$ cat config.mk
export PLATFORM = sky130hd
export DESIGN_NAME = pipelined_addsub
export DESIGN_NICKNAME = d
export VERILOG_FILES = /design/src/rtl/addsub_pkg.sv /design/src/rtl/addsub_slice.sv /design/src/rtl/pipelined_addsub.sv
export SDC_FILE = /design/constraint.sdc
export NUM_CORES = 1
export LEC_CHECK = 0
export BUFFER_PORTS_ARGS = -buffer_cell sky130_fd_sc_hd__buf_2
export CELL_PAD_IN_SITES_DETAIL_PLACEMENT = 1
export CELL_PAD_IN_SITES_GLOBAL_PLACEMENT = 1
export CORE_ASPECT_RATIO = 1.75
export CORE_MARGIN = 10
export CORE_UTILIZATION = 44
export CTS_CLUSTER_DIAMETER = 50
export DETAILED_ROUTE_END_ITERATION = 8
export HOLD_SLACK_MARGIN = 0.03
export PLACE_DENSITY_LB_ADDON = 0.1
export SLEW_MARGIN = 25
export SYNTH_ARGS = -nofsm -noshare
export SYNTH_HDL_FRONTEND = slang
export SYNTH_HIERARCHICAL = 1
export SYNTH_SLANG_ARGS = --single-unit
$ cat constraint.sdc
create_clock -name clk -period 3.8 [get_ports clk]
set_input_delay 0.57 -clock clk [delete_from_list [all_inputs] [get_ports clk]]
set_output_delay 0.57 -clock clk [all_outputs]
set_load 0.03 [all_outputs]
$ cat src/rtl/addsub_pkg.sv
// Shared definitions for the pipelined adder/subtractor.
// Latency: n/a (constants, types and an elaboration-time helper only).
// Backpressure: n/a.
package addsub_pkg;

   localparam logic OP_ADD = 1'b0;
   localparam logic OP_SUB = 1'b1;

   // Result flags that travel alongside the sum out of the last stage.
   typedef struct packed {
      logic carry;
      logic overflow;
      logic zero;
      logic negative;
   } flags_t;

   // A legal configuration splits the operands into equal, non-empty slices.
   function automatic bit slice_width_ok(input int width, input int stages);
      return (width >= 2) && (stages >= 1) && ((width % stages) == 0);
   endfunction

endpackage

$ cat src/rtl/addsub_slice.sv
// One W-bit slice of the ripple adder: sum, carry out, and carry into the slice MSB.
// Latency: combinational.
// Backpressure: none; the enclosing pipeline decides when results are captured.
module addsub_slice #(
   parameter int W = 4
) (
   input  logic [W-1:0] a_i,
   input  logic [W-1:0] b_i,
   input  logic         cin_i,
   output logic [W-1:0] sum_o,
   output logic         cout_o,
   output logic         cmsb_o
);

   logic [W:0] full;

   assign full   = {1'b0, a_i} + {1'b0, b_i} + {{W{1'b0}}, cin_i};
   assign sum_o  = full[W-1:0];
   assign cout_o = full[W];
   // The carry into the MSB is recovered from the MSB sum bit, so no W == 1 special case is needed.
   assign cmsb_o = a_i[W-1] ^ b_i[W-1] ^ full[W-1];

endmodule

$ cat src/rtl/pipelined_addsub.sv
// Pipelined two's-complement add/sub, one WIDTH/STAGES slice per stage; optional saturation via PIPELINED_ADDSUB_SAT_EN.
// Latency: STAGES cycles from accept to out_valid; one beat per cycle sustained.
// Backpressure: whole pipe freezes while out_valid && !out_ready; in_ready = !out_valid || out_ready.
module pipelined_addsub
   import addsub_pkg::*;
#(
   parameter int WIDTH  = 8,
   parameter int STAGES = 2
) (
   input  logic             clk,
   input  logic             rst_n,
   input  logic             in_valid,
   output logic             in_ready,
   input  logic [WIDTH-1:0] a,
   input  logic [WIDTH-1:0] b,
   input  logic             op,
   output logic             out_valid,
   input  logic             out_ready,
   output logic [WIDTH-1:0] s,
   output logic             carry,
   output logic             overflow,
   output logic             zero,
   output logic             negative
);

   localparam int W    = WIDTH / STAGES;
   localparam int LAST = STAGES - 1;

   if (!slice_width_ok(WIDTH, STAGES)) begin : g_bad_cfg
      $error("pipelined_addsub: WIDTH must be >= 2 and a multiple of STAGES");
   end

   logic adv;
   logic sub;

   // Inputs seen by each stage: stage 0 from the ports, stage k from register k-1.
   logic [WIDTH-1:0] st_a [STAGES];
   logic [WIDTH-1:0] st_b [STAGES];
   logic [WIDTH-1:0] st_s [STAGES];
   logic             st_c [STAGES];

   // Per-stage results.
   logic [W-1:0]     sl_sum [STAGES];
   logic [WIDTH-1:0] nxt_s  [STAGES];
   logic             nxt_c  [STAGES];
   logic             cmsb   [STAGES];

   // Inter-stage registers (index k = captured after stage k; the last index is the output).
   logic             vld_q [STAGES];
   logic [WIDTH-1:0] a_q   [STAGES];
   logic [WIDTH-1:0] b_q   [STAGES];
   logic [WIDTH-1:0] s_q   [STAGES];
   logic             c_q   [STAGES];

   logic [WIDTH-1:0] res_s_d, res_s_q;
   flags_t           flags_d, flags_q;
   logic             ovf_d;

   assign sub       = (op == OP_SUB);
   assign out_valid = vld_q[LAST];
   assign adv       = !vld_q[LAST] || out_ready;
   assign in_ready  = adv;

   for (genvar k = 0; k < STAGES; k++) begin : g_stage
      if (k == 0) begin : g_first
         // B is inverted and carry-in set for subtract: A - B = A + ~B + 1.
         assign st_a[k] = a;
         assign st_b[k] = b ^ {WIDTH{sub}};
         assign st_s[k] = '0;
         assign st_c[k] = sub;
      end else begin : g_next
         assign st_a[k] = a_q[k-1];
         assign st_b[k] = b_q[k-1];
         assign st_s[k] = s_q[k-1];
         assign st_c[k] = c_q[k-1];
      end

      addsub_slice #(.W(W)) u_slice (
         .a_i    (st_a[k][k*W +: W]),
         .b_i    (st_b[k][k*W +: W]),
         .cin_i  (st_c[k]),
         .sum_o  (sl_sum[k]),
         .cout_o (nxt_c[k]),
         .cmsb_o (cmsb[k])
      );

      // Upper sum slices are still zero here, so OR-ing drops the new slice into place.
      assign nxt_s[k] = st_s[k] | (WIDTH'(sl_sum[k]) << (k * W));
   end

   assign ovf_d = cmsb[LAST] ^ nxt_c[LAST];

   // Final-stage result: optional saturation, then flags derived from the final sum.
   always_comb begin
      res_s_d          = nxt_s[LAST];
`ifdef PIPELINED_ADDSUB_SAT_EN
      if (ovf_d) begin
         // Overflow direction follows A's sign: a positive A can only overflow upwards.
         res_s_d = st_a[LAST][WIDTH-1] ? {1'b1, {(WIDTH-1){1'b0}}}
                                       : {1'b0, {(WIDTH-1){1'b1}}};
      end
`endif
      flags_d.carry    = nxt_c[LAST];
      flags_d.overflow = ovf_d;
      flags_d.zero     = (res_s_d == '0);
      flags_d.negative = res_s_d[WIDTH-1];
   end

   // Valid bits shift together on advance; reset discards every in-flight beat.
   always_ff @(posedge clk or negedge rst_n) begin
      if (!rst_n) begin
         for (int k = 0; k < STAGES; k++) begin
            vld_q[k] <= 1'b0;
         end
      end else if (adv) begin
         vld_q[0] <= in_valid;
         for (int k = 1; k < STAGES; k++) begin
            vld_q[k] <= vld_q[k-1];
         end
      end
   end

   // Intermediate operand/partial-sum/carry registers between stages.
   always_ff @(posedge clk or negedge rst_n) begin
      if (!rst_n) begin
         for (int k = 0; k < LAST; k++) begin
            a_q[k] <= '0;
            b_q[k] <= '0;
            s_q[k] <= '0;
            c_q[k] <= 1'b0;
         end
      end else if (adv) begin
         for (int k = 0; k < LAST; k++) begin
            a_q[k] <= st_a[k];
            b_q[k] <= st_b[k];
            s_q[k] <= nxt_s[k];
            c_q[k] <= nxt_c[k];
         end
      end
   end

   // Output register: held bit-stable whenever the sink stalls.
   always_ff @(posedge clk or negedge rst_n) begin
      if (!rst_n) begin
         res_s_q <= '0;
         flags_q <= '0;
      end else if (adv) begin
         res_s_q <= res_s_d;
         flags_q <= flags_d;
      end
   end

   assign s        = res_s_q;
   assign carry    = flags_q.carry;
   assign overflow = flags_q.overflow;
   assign zero     = flags_q.zero;
   assign negative = flags_q.negative;

endmodule

### Yosys cells after proc, flatten, opt, wreduce, memory -nomap -nowiden

Index checks and enable logic that the tools add are counted.

* register bits: 35
* input bits: 21
* output and inout port bits: 14
* word-level logic and storage cells: 23

* add/subtract/negate cells: 4
* bitwise gates (word level): 5
* reduce and logical (&&, ||, !) cells: 3

Operators by type and width (number)
* adder 4 x 4 -> 5 bit: 2
* adder 5 x 1 -> 5 bit: 2
* zero test 8 bit: 1
* bitwise OR 4 x 8 -> 8 bit: 1
* XOR 8 bit: 1
* XOR 1 bit: 3
* zero test 1 bit: 1
* logical OR 1 bit: 1

### Logic depth before layout (Yosys ltp)

Gate-level depths: netlist (run 1).

* word-level depth: 4
* mapped depth: 9
* mapped depth without buffers: 8

### Cells and area by module

Netlist (run 1), hierarchy kept.

By module, submodules not included
* pipelined_addsub: times used 1, cells each 70, area an instance 1097.3 um^2, sequential area each 650.6 um^2
* addsub_slice: times used 2, cells each 17, area an instance 141.4 um^2, sequential area each 0.0 um^2

### Worst setup path before layout (run 1)

No wires, ideal clock.

* kind: input port to flip-flop
* from: in op
* to: reg c_q[1] (netlist bit)
* library setup time: 0.125 ns
* data arrival time: 2.062 ns
* data required time: 3.675 ns
* path slack: 1.613 ns
* cell stages on the path: 9
* buffers on the path: 1
* path through: buf_2 -> xor2_1 -> fa_1 -> inv_1 -> fa_1 -> nor2b_1 -> o21ai_0 -> nand2b_1 -> mux2_2

RTL lines
* start: declaration: line pipelined_addsub.sv:16 `input logic op,`
* end signal: indexed assignment: line pipelined_addsub.sv:137 `c_q[k] <= nxt_c[k];`
* end: declaration: line pipelined_addsub.sv:53 `logic c_q [STAGES];`

### Worst setup path after layout (run 1)

* from: in out_ready
* to: out in_ready

* longest elaborated chain between the ends: 1

RTL lines
* start: declaration: line pipelined_addsub.sv:18 `input logic out_ready,`
* logical OR 1 bit: line pipelined_addsub.sv:61 `assign adv = !vld_q[LAST] || out_ready;`
* end: declaration: line pipelined_addsub.sv:13 `output logic in_ready,`

No other way between the ends.

==> results of run 1 <==
per-stage QoR:
stage               instances  worst slack, ns  util (%)  instance area (sq um)
floorplan                 104             1.61         -                   1380
CTS                       180             1.45      54.9                   1630
global placement          176             1.49      53.1                   1570
global route              180             1.33      54.9                   1630
detailed placement        176             1.42      53.1                   1570
finish                    180             1.49      54.9                   1630
cells in the mapped netlist, drive strengths merged:
library cell	count	area share, %
a21oi	2	0.73
buf	4	2.3
dfrtp	26	47
fa	4	5.8
ha	6	5.4
inv	9	2.4
mux2	24	20
nand2	2	0.54
nand2b	3	1.4
nand3	2	0.73
nand3b	1	0.54
nor2b	3	1.5
o21ai	2	0.73
o31ai	1	1.5
or4	2	1.4
xnor2	2	1.3
xor2	11	7.0
sequential cells by signal (all words and copies together), names as in the netlist:
signal,count
out_valid,1
c_q,1
carry,1
vld_q,1
zero,1
a_q,4
b_q,4
s_q,4
overflow,1
s,8
report_power, final:
group | internal [mW] | switching [mW] | leakage (nW)
registers | 0.358 | 0.0465 | 0.305
clock network | 0.0927 | 0.0892 | 0.0288
logic | 0.168 | 0.246 | 0.447
total | 0.619 | 0.382 | 0.781
routing by layer:
| layer | global-route usage, % | wire length (um) | vias to the layer above |
|---|---|---|---|
| li1 | - | - | 410 |
| met1 | 10.9 | 1140 | 432 |
| met2 | 18.6 | 1490 | 25 |
| met3 | 2.15 | 131 | 4 |
| met4 | 3.93 | 40 | 0 |
| met5 | 0 | 0 | - |
area by class of cell:
type	count	area share, %
Multi-Input combinational cell	65	40.8
Clock buffer	4	3.38
Sequential cell	26	40.0
Timing Repair Buffer	34	10.5
Tap cell	42	3.23
Inverter	9	2.08
cells in the final DEF, fill, tap and decap left out, drive strengths merged:
master  count
buf        34
dfrtp      26
or4         2
a21oi       2
xnor2       2
xor2       11
o31ai       1
nand3b      1
nand3       2
nor2b       3
nand2       2
ha          6
mux2       24
clkbuf      4
o21ai       2
fa          4
inv         9
nand2b      3
final timing paths:
check	start	to	cells after the start
min reg2reg	vld_q[1]	out_valid	1
max reg2reg	a_q[12]	zero	6
max in group asynchronous	rst_n	s[1]	1
min in group clk	vld_q[1]	out_valid	1
max	out_ready	in_ready	4
min	rst_n	b_q[13]	1
cell families (layout without fill, tap and decap cells):
family / count (synthesis) / count (layout) / share of synthesized area (%)
flops: 26 / 26 / 47.1
mux: 24 / 24 / 19.6
xor+xnor: 13 / 13 / 8.25
simple gates: 13 / 13 / 6.08
buf+inv: 13 / 47 / 4.71
fa+ha+maj: 10 / 10 / 11.2
compound gates: 5 / 5 / 2.99
==> flow_metrics.env, run 1 <==
export IMPL_status="finished, final reports clean"
export IMPL_drive_above_1_share_pct=47.8
export IMPL_fin_crit_sh_pct=60.8
export IMPL_critical_path_top_delay_family="buffers and inverters"
export IMPL_cts_repair_resized=0
export IMPL_final_seq_area_sq_um=651
export IMPL_crit_path_max_incr_delay_ns=0.48
export IMPL_ys_warnings_count=6
export IMPL_wl_per_cell_um=15.6
export IMPL_slew_limit_headroom_pct=60.2
export IMPL_cts_max_path_buffers=2
export IMPL_gp_congestion=0.704
export IMPL_cp_end_kind="output port"
export IMPL_critPathKind="in -> out"
export IMPL_track_usage_pct=10.1
export IMPL_max_freq_ghz=0.433
export IMPL_drt_pass1_iterations=3
export IMPL_clk_pin_slew_ns=0.10
export IMPL_maxCapViolCount=0
export IMPL_clock_skew_ns=0.0119
export IMPL_cts_hold_buffers=0
export IMPL_path_max_fanout=17
export IMPL_vias_per_cell=4.84
export IMPL_slowest_stage="nor2b_2"
export IMPL_drt_iter0_drc=7
export IMPL_hold_class="in -> async"
export IMPL_synth_cell_types=22
export IMPL_io_pins=35
export IMPL_cts_setup_buffers=0
export IMPL_ir_drop_mv=0.245
export IMPL_wl_mm=2.81
export IMPL_syn_area_per_cell_sq_um=13.3
export IMPL_grt_pass1_wl_mm=4.92
export IMPL_whs_ns=0.284
export IMPL_fin_crit_ns=2.31
export IMPL_die_h_um=94.1
export IMPL_crit_top_cell="buf_2"
export IMPL_die_area_sq_um=5860
export IMPL_diodes=0
export IMPL_synthCells=104
export IMPL_setup_viol=0
export IMPL_crit_required_ns=3.23
export IMPL_cts_inserted_buffers=3
export IMPL_clockRootBuffer="clkbuf_8"
export IMPL_syn_area_sq_um=1380
export IMPL_start_util_pct=46.6
export IMPL_final_nets=170
export IMPL_drv_slew=0
export IMPL_power_total_mw=1.00
export IMPL_synth_fp_nets=135
export IMPL_grt_ovfl_total=0
export IMPL_antenna_found_initial=0
export IMPL_grt_pass1_vias=1075
export IMPL_totalNegativeSetupSlack_ns=0
export IMPL_multi_input_area_sq_um=664
export IMPL_drtAntennaViolNets=0
export IMPL_powerDensity_nw_per_um2=615
export IMPL_worstMarginPinSlew_ns=0.594
export IMPL_ys_ff_latch=26
export IMPL_dieWidth_um=62.3
export IMPL_vias=871
export IMPL_grt_max_degree=27
export IMPL_rows=26
export IMPL_drc=0
export IMPL_final_fill_count=316
export IMPL_rsz0062_at_grt="false"
export IMPL_finalHoldViolations=0
export IMPL_port_buffers=34
export IMPL_cts_max_level=1
export IMPL_dpl_hpwl_mm=2.33
export IMPL_crit_chain="buf_2 > nor2b_2 > inv_2 > buf_2"
export IMPL_crit_buf_inv=3
export IMPL_area_delta_synth_final_pct=17.9
export IMPL_core_area_sq_um=2960
export IMPL_ys_seq_area_share_pct=47.1
export IMPL_leakage_nw=0.781
export IMPL_numClockSinks=26
export IMPL_clock_latency_ns=0.28
export IMPL_cts_tree="yes"
export IMPL_startpoint_type="primary input"
export IMPL_rrSetupSlack_ns=1.77
export IMPL_arrival_ns=1.74
Power figures use the tool's default switching activity.
==> run 2, diff against run 1 <==
--- a/config.mk
+++ b/config.mk
@@ -10,7 +10,7 @@
 export CELL_PAD_IN_SITES_GLOBAL_PLACEMENT = 1
 export CORE_ASPECT_RATIO = 1.75
 export CORE_MARGIN = 10
-export CORE_UTILIZATION = 44
+export CORE_UTILIZATION = 37
 export CTS_CLUSTER_DIAMETER = 50
 export DETAILED_ROUTE_END_ITERATION = 8
 export HOLD_SLACK_MARGIN = 0.03
==> constraint.sdc (replaced) <==
create_clock -name clk -period 2.1 [get_ports clk]
set_input_delay 0.315 -clock clk [delete_from_list [all_inputs] [get_ports clk]]
set_output_delay 0.315 -clock clk [all_outputs]
set_load 0.03 [all_outputs]
==> flow_metrics.env, run 2 (synthesized netlist as in run 1, its figures left out) <==
export IMPL_status="finished, final reports clean"
export IMPL_dpl_hpwl_mm=2.41
export IMPL_finalHoldViolations=0
export IMPL_rsz0062_at_grt="false"
export IMPL_diodes=0
export IMPL_dieWidth_um=66.2
export IMPL_port_buffers=34
export IMPL_cellInternalPower_mw=1.21
export IMPL_combPwrFrac_pct=39.9
export IMPL_max_freq_ghz=0.494
export IMPL_met2_usage_pct=16.3
export IMPL_ir_drop_mv=0.565
export IMPL_use_met3_pct=2.78
export IMPL_leakage_nw=0.797
export IMPL_gp_congestion=0.758
export IMPL_wl_per_cell_um=15.4
export IMPL_drive_above_1_share_pct=49.3
export IMPL_dpl_cell_area_sq_um=1590
export IMPL_startpoint_type="flop"
export IMPL_cts_tree="yes"
export IMPL_cp_end_kind="flop"
export IMPL_design_area_sq_um=1670
export IMPL_slew_limit_headroom_pct=61.9
export IMPL_final_fill_count=419
export IMPL_power_switching_mw=0.687
export IMPL_p_seq_share_pct=38.5
export IMPL_layoutNonFillerInstCount=186
export IMPL_cts_max_path_buffers=2
export IMPL_cts_max_level=1
export IMPL_hold_class="in -> async"
export IMPL_crit_required_ns=2.29
export IMPL_layout_common_cells="buf_2 (34), dfrtp_1 (26), mux2_2 (24)"
export IMPL_dp_cells=182
export IMPL_final_nets=172
export IMPL_power_total_mw=1.90
export IMPL_area_delta_synth_final_pct=20.7
export IMPL_clock_latency_ns=0.27
export IMPL_met1_usage_pct=9.30
export IMPL_rows=29
export IMPL_critPathKind="reg -> reg"
export IMPL_maxCapViolCount=0
export IMPL_top_usage_layer="met2"
export IMPL_drc=0
export IMPL_pre_cts_ws_ns=0.0180
export IMPL_clock_skew_ns=0.00189
export IMPL_vias_per_cell=4.84
export IMPL_drt_iter0_drc=0
export IMPL_grt_max_degree=27
export IMPL_setup_ws_ns=0.0740
export IMPL_grt_pass1_vias=1009
export IMPL_setup_viol=0
export IMPL_grt_pass1_wl_mm=4.86
export IMPL_die_area_sq_um=6670
export IMPL_worstMarginPinSlew_ns=0.571
export IMPL_pwr_share_clk_pct=21.6
export IMPL_core_area_sq_um=3630
export IMPL_final_seq_area_sq_um=651
export IMPL_numClockSinks=26
export IMPL_drt_pass1_iterations=1
export IMPL_vias=901
export IMPL_cts_inserted_buffers=3
export IMPL_arrival_ns=2.22
export IMPL_track_usage_pct=9.24
export IMPL_path_max_fanout=2
export IMPL_largest_reg_flops=8
export IMPL_p_sw_share_pct=36.2
export IMPL_start_util_pct=38.0
export IMPL_io_pins=35
export IMPL_fin_crit_sh_pct=96.5
export IMPL_drv_slew=0
export IMPL_clockRootBuffer="clkbuf_8"
export IMPL_drtAntennaViolNets=0
export IMPL_clk_pin_slew_ns=0.09
export IMPL_final_common_cell="buf_2"
export IMPL_antenna_found_initial=0
export IMPL_multi_input_area_sq_um=667
export IMPL_cts_setup_buffers=0
export IMPL_die_h_um=101
export IMPL_wl_mm=2.87
export IMPL_fin_crit_ns=2.03
export IMPL_grt_ovfl_total=0
export IMPL_powerDensity_nw_per_um2=1140
export IMPL_totalNegativeSetupSlack_ns=0
-- run 2: cell types whose count changed in the layout (fill, tap and decap cells not counted) --
cell / change
fa_1: -1
clkbuf_8: -1
bufinv_16: +1
o21ai_1: +1
buf_4: +2
o21ai_0: -1
fa_2: +1
-- run 2: final timing paths --
check / startpoint / end / slack (ns) / cells after the start
max in group asynchronous: rst_n / out_valid / 1.69 / 1
min in group clk: a[5] / a_q[13] / 0.27 / 2
worst min register to register: vld_q[1] / out_valid / 0.47 / 1
worst max register to register: a_q[12] / zero / 0.07 / 6
worst max-delay path: a_q[12] / zero / 0.07 / 6
worst min-delay path: rst_n / a_q[15] / 0.03 / 1
-- run 2: final cells by class --
type	count	area share, %
Inverter	9	2.03
Multi-Input combinational cell	65	40.0
Clock inverter	1	1.80
Tap cell	46	3.46
Clock buffer	3	2.48
Sequential cell	26	39.1
Timing Repair Buffer	36	11.1
-- run 2: critical path, stage by stage, from the launching register on --
cell and delay (ns):
dfrtp_1 0.39, fa_2 0.23, inv_1 0.05, fa_1 0.47, inv_1 0.05, or4_4 0.54, o31ai_4 0.21
-- run 2: metal layers --
layer / wire, um / up-vias / part of all wire (%)
met4: 60 / 0 / 2.1
met3: 201 / 4 / 7.0
met5: 0 / - / 0
li1: - / 419 / -
met2: 1610 / 27 / 56
met1: 995 / 451 / 35
-- run 2: stage by stage --
| step | utilization (%) | hold slack [ns] |
|---|---|---|
| final | 45.9 | 0.0296 |
| after global routing | 45.9 | 0.0796 |
| after CTS | 45.9 | 0.0472 |
| after detailed placement | 43.9 | 0.347 |
| after global placement | 43.9 | 0.339 |
| after floorplan | - | 0.0194 |
-- run 2: power by group through the flow --
stage	clock network, mW	logic (mW)	registers (mW)
6_report	0.410	0.758	0.731
4_1_cts	0.429	0.780	0.736
3_5_place_dp	0	0.774	0.747
3_3_place_gp	0	0.755	0.736
2_1_floorplan	0	0.381	0.913
5_1_grt	0.445	0.832	0.752
-- run 2: timing repair --
action | in CTS | in global routing
resized for setup | 1 | 1
pin swaps | 0 | 0
endpoints found under the setup margin | 1 | 1
cloned | 0 | 0
hold buffers | 0 | 0
==> run 3, diff against run 2 <==
--- a/config.mk
+++ b/config.mk
@@ -6,6 +6,7 @@
 export NUM_CORES = 1
 export LEC_CHECK = 0
 export BUFFER_PORTS_ARGS = -buffer_cell sky130_fd_sc_hd__buf_2
+export CAP_MARGIN = 20
 export CELL_PAD_IN_SITES_DETAIL_PLACEMENT = 1
 export CELL_PAD_IN_SITES_GLOBAL_PLACEMENT = 1
 export CORE_ASPECT_RATIO = 1.75
@@ -14,7 +15,7 @@
 export CTS_CLUSTER_DIAMETER = 50
 export DETAILED_ROUTE_END_ITERATION = 8
 export HOLD_SLACK_MARGIN = 0.03
-export PLACE_DENSITY_LB_ADDON = 0.1
+export PLACE_DENSITY = 0.71
 export SLEW_MARGIN = 25
 export SYNTH_ARGS = -nofsm -noshare
 export SYNTH_HDL_FRONTEND = slang
==> flow_metrics.env, run 3 (synthesized netlist as in run 1, its figures left out) <==
export IMPL_status="finished, final reports clean"
export IMPL_final_common_cell="buf_2"
export IMPL_drtAntennaViolNets=0
export IMPL_wl_met1_um=918
export IMPL_power_total_mw=1.80
export IMPL_cp_end_kind="flop"
export IMPL_port_buffers=34
export IMPL_crit_required_ns=2.28
export IMPL_p_seq_share_pct=40.7
export IMPL_worstMarginPinSlew_ns=0.566
export IMPL_antenna_found_initial=0
export IMPL_wl_met2_mm=1.67
export IMPL_diodes=0
export IMPL_rsz0062_at_grt="false"
export IMPL_final_nets=172
export IMPL_drt_pass1_iterations=4
export IMPL_vias=862
export IMPL_grt_max_degree=27
export IMPL_rows=29
export IMPL_fin_crit_ns=2.01
export IMPL_layout_common_cells="buf_2 (34), dfrtp_1 (26), mux2_2 (24)"
export IMPL_core_area_sq_um=3630
export IMPL_cts_max_level=1
export IMPL_drive_above_1_share_pct=49.3
export IMPL_combPwrFrac_pct=41.7
export IMPL_grt_pass1_vias=1055
export IMPL_finalHoldViolations=0
export IMPL_largest_reg_flops=8
export IMPL_final_seq_area_sq_um=651
export IMPL_drc=0
export IMPL_max_freq_ghz=0.498
export IMPL_grt_ovfl_total=0
export IMPL_vias_per_cell=4.63
export IMPL_wl_met3_um=185
export IMPL_startpoint_type="flop"
export IMPL_cts_max_path_buffers=2
export IMPL_cts_tree="yes"
export IMPL_arrival_ns=2.19
export IMPL_track_usage_pct=9.02
export IMPL_clock_latency_ns=0.26
export IMPL_ir_drop_mv=0.596
export IMPL_setup_viol=0
export IMPL_io_pins=35
export IMPL_drt_iter0_drc=12
export IMPL_p_sw_share_pct=37.6
export IMPL_pwr_share_clk_pct=17.6
export IMPL_path_max_fanout=2
export IMPL_grt_pass1_wl_mm=4.73
export IMPL_powerDensity_nw_per_um2=1090
export IMPL_leakage_nw=0.790
export IMPL_cts_setup_buffers=0
export IMPL_area_delta_synth_final_pct=19.5
export IMPL_gp_congestion=0.692
export IMPL_hold_class="in -> async"
export IMPL_start_util_pct=38.0
export IMPL_slew_limit_headroom_pct=62.3
export IMPL_fin_crit_sh_pct=95.7
export IMPL_cts_repair_resized=0
export IMPL_multi_input_area_sq_um=667
export IMPL_clockRootBuffer="clkbuf_8"
export IMPL_maxCapViolCount=0
export IMPL_power_switching_mw=0.676
export IMPL_wl_per_cell_um=15.1
export IMPL_numClockSinks=26
export IMPL_die_area_sq_um=6670
export IMPL_clk_pin_slew_ns=0.08
export IMPL_critPathKind="reg -> reg"
export IMPL_dpl_hpwl_mm=2.38
export IMPL_totalNegativeSetupSlack_ns=0
export IMPL_cts_hold_buffers=0
export IMPL_maxUsedRoutingLayer="met4"
export IMPL_dieWidth_um=66.2
export IMPL_clock_skew_ns=0.00191
export IMPL_wl_mm=2.81
export IMPL_final_fill_count=405
export IMPL_cellInternalPower_mw=1.12
export IMPL_cts_inserted_buffers=3
export IMPL_die_h_um=101
export IMPL_drv_slew=0
## run 3: cell types whose count changed in the layout (fill, tap and decap cells not counted)
cell,delta
clkbuf_8,+1
bufinv_16,-1
o21ai_0,+1
o21ai_1,-1
## run 3: routing by layer
| layer | GRT usage [%] | vias up |
|---|---|---|
| met2 | 17.0 | 20 |
| met3 | 2.67 | 2 |
| met4 | 4.86 | 0 |
| li1 | - | 415 |
| met1 | 8.03 | 425 |
| met5 | 0 | - |
## run 3: power groups by stage
| stage | combinational [mW] | clock [mW] | sequential [mW] |
|---|---|---|---|
| CTS | 0.770 | 0.328 | 0.736 |
| detailed placement | 0.768 | 0 | 0.747 |
| global placement | 0.742 | 0 | 0.734 |
| global route | 0.828 | 0.344 | 0.752 |
| floorplan | 0.381 | 0 | 0.913 |
| finish | 0.751 | 0.316 | 0.732 |
## run 3: layout make-up
type	instances	area share (%)
Clock buffer	4	3.34
Inverter	9	2.05
Multi-Input combinational cell	65	40.4
Sequential cell	26	39.5
Tap cell	46	3.49
Timing Repair Buffer	36	11.2
## run 3: per-stage QoR
| step | utilization [%] | area (sq um) | hold WS [ns] | std cells | setup WS [ns] |
|---|---|---|---|---|---|
| after global routing | 45.4 | 1650 | 0.0754 | 186 | 0.0181 |
| after CTS | 45.4 | 1650 | 0.0503 | 186 | 0.0451 |
| after global placement | 43.9 | 1590 | 0.333 | 182 | 0.115 |
| after floorplan | - | 1380 | 0.0194 | 104 | 0.168 |
| final | 45.4 | 1650 | 0.0331 | 186 | 0.0909 |
| after detailed placement | 43.9 | 1590 | 0.346 | 182 | 0.0651 |
## run 3: final timing paths
kind / from / to / slack, ns / cells after the start
max reg2reg: a_q[12] / zero / 0.09 / 6
min reg2reg: vld_q[1] / out_valid / 0.48 / 1
min: rst_n / s[1] / 0.03 / 1
min in group clk: a[4] / a_q[12] / 0.28 / 2
max: a_q[12] / zero / 0.09 / 6
max in group asynchronous: rst_n / b_q[15] / 1.70 / 1
## run 3: worst max-delay path, stage by stage (launching register included)
cell	delay, ns
dfrtp_1	0.39
fa_2	0.22
inv_1	0.05
fa_1	0.47
inv_1	0.05
or4_4	0.54
o31ai_4	0.22
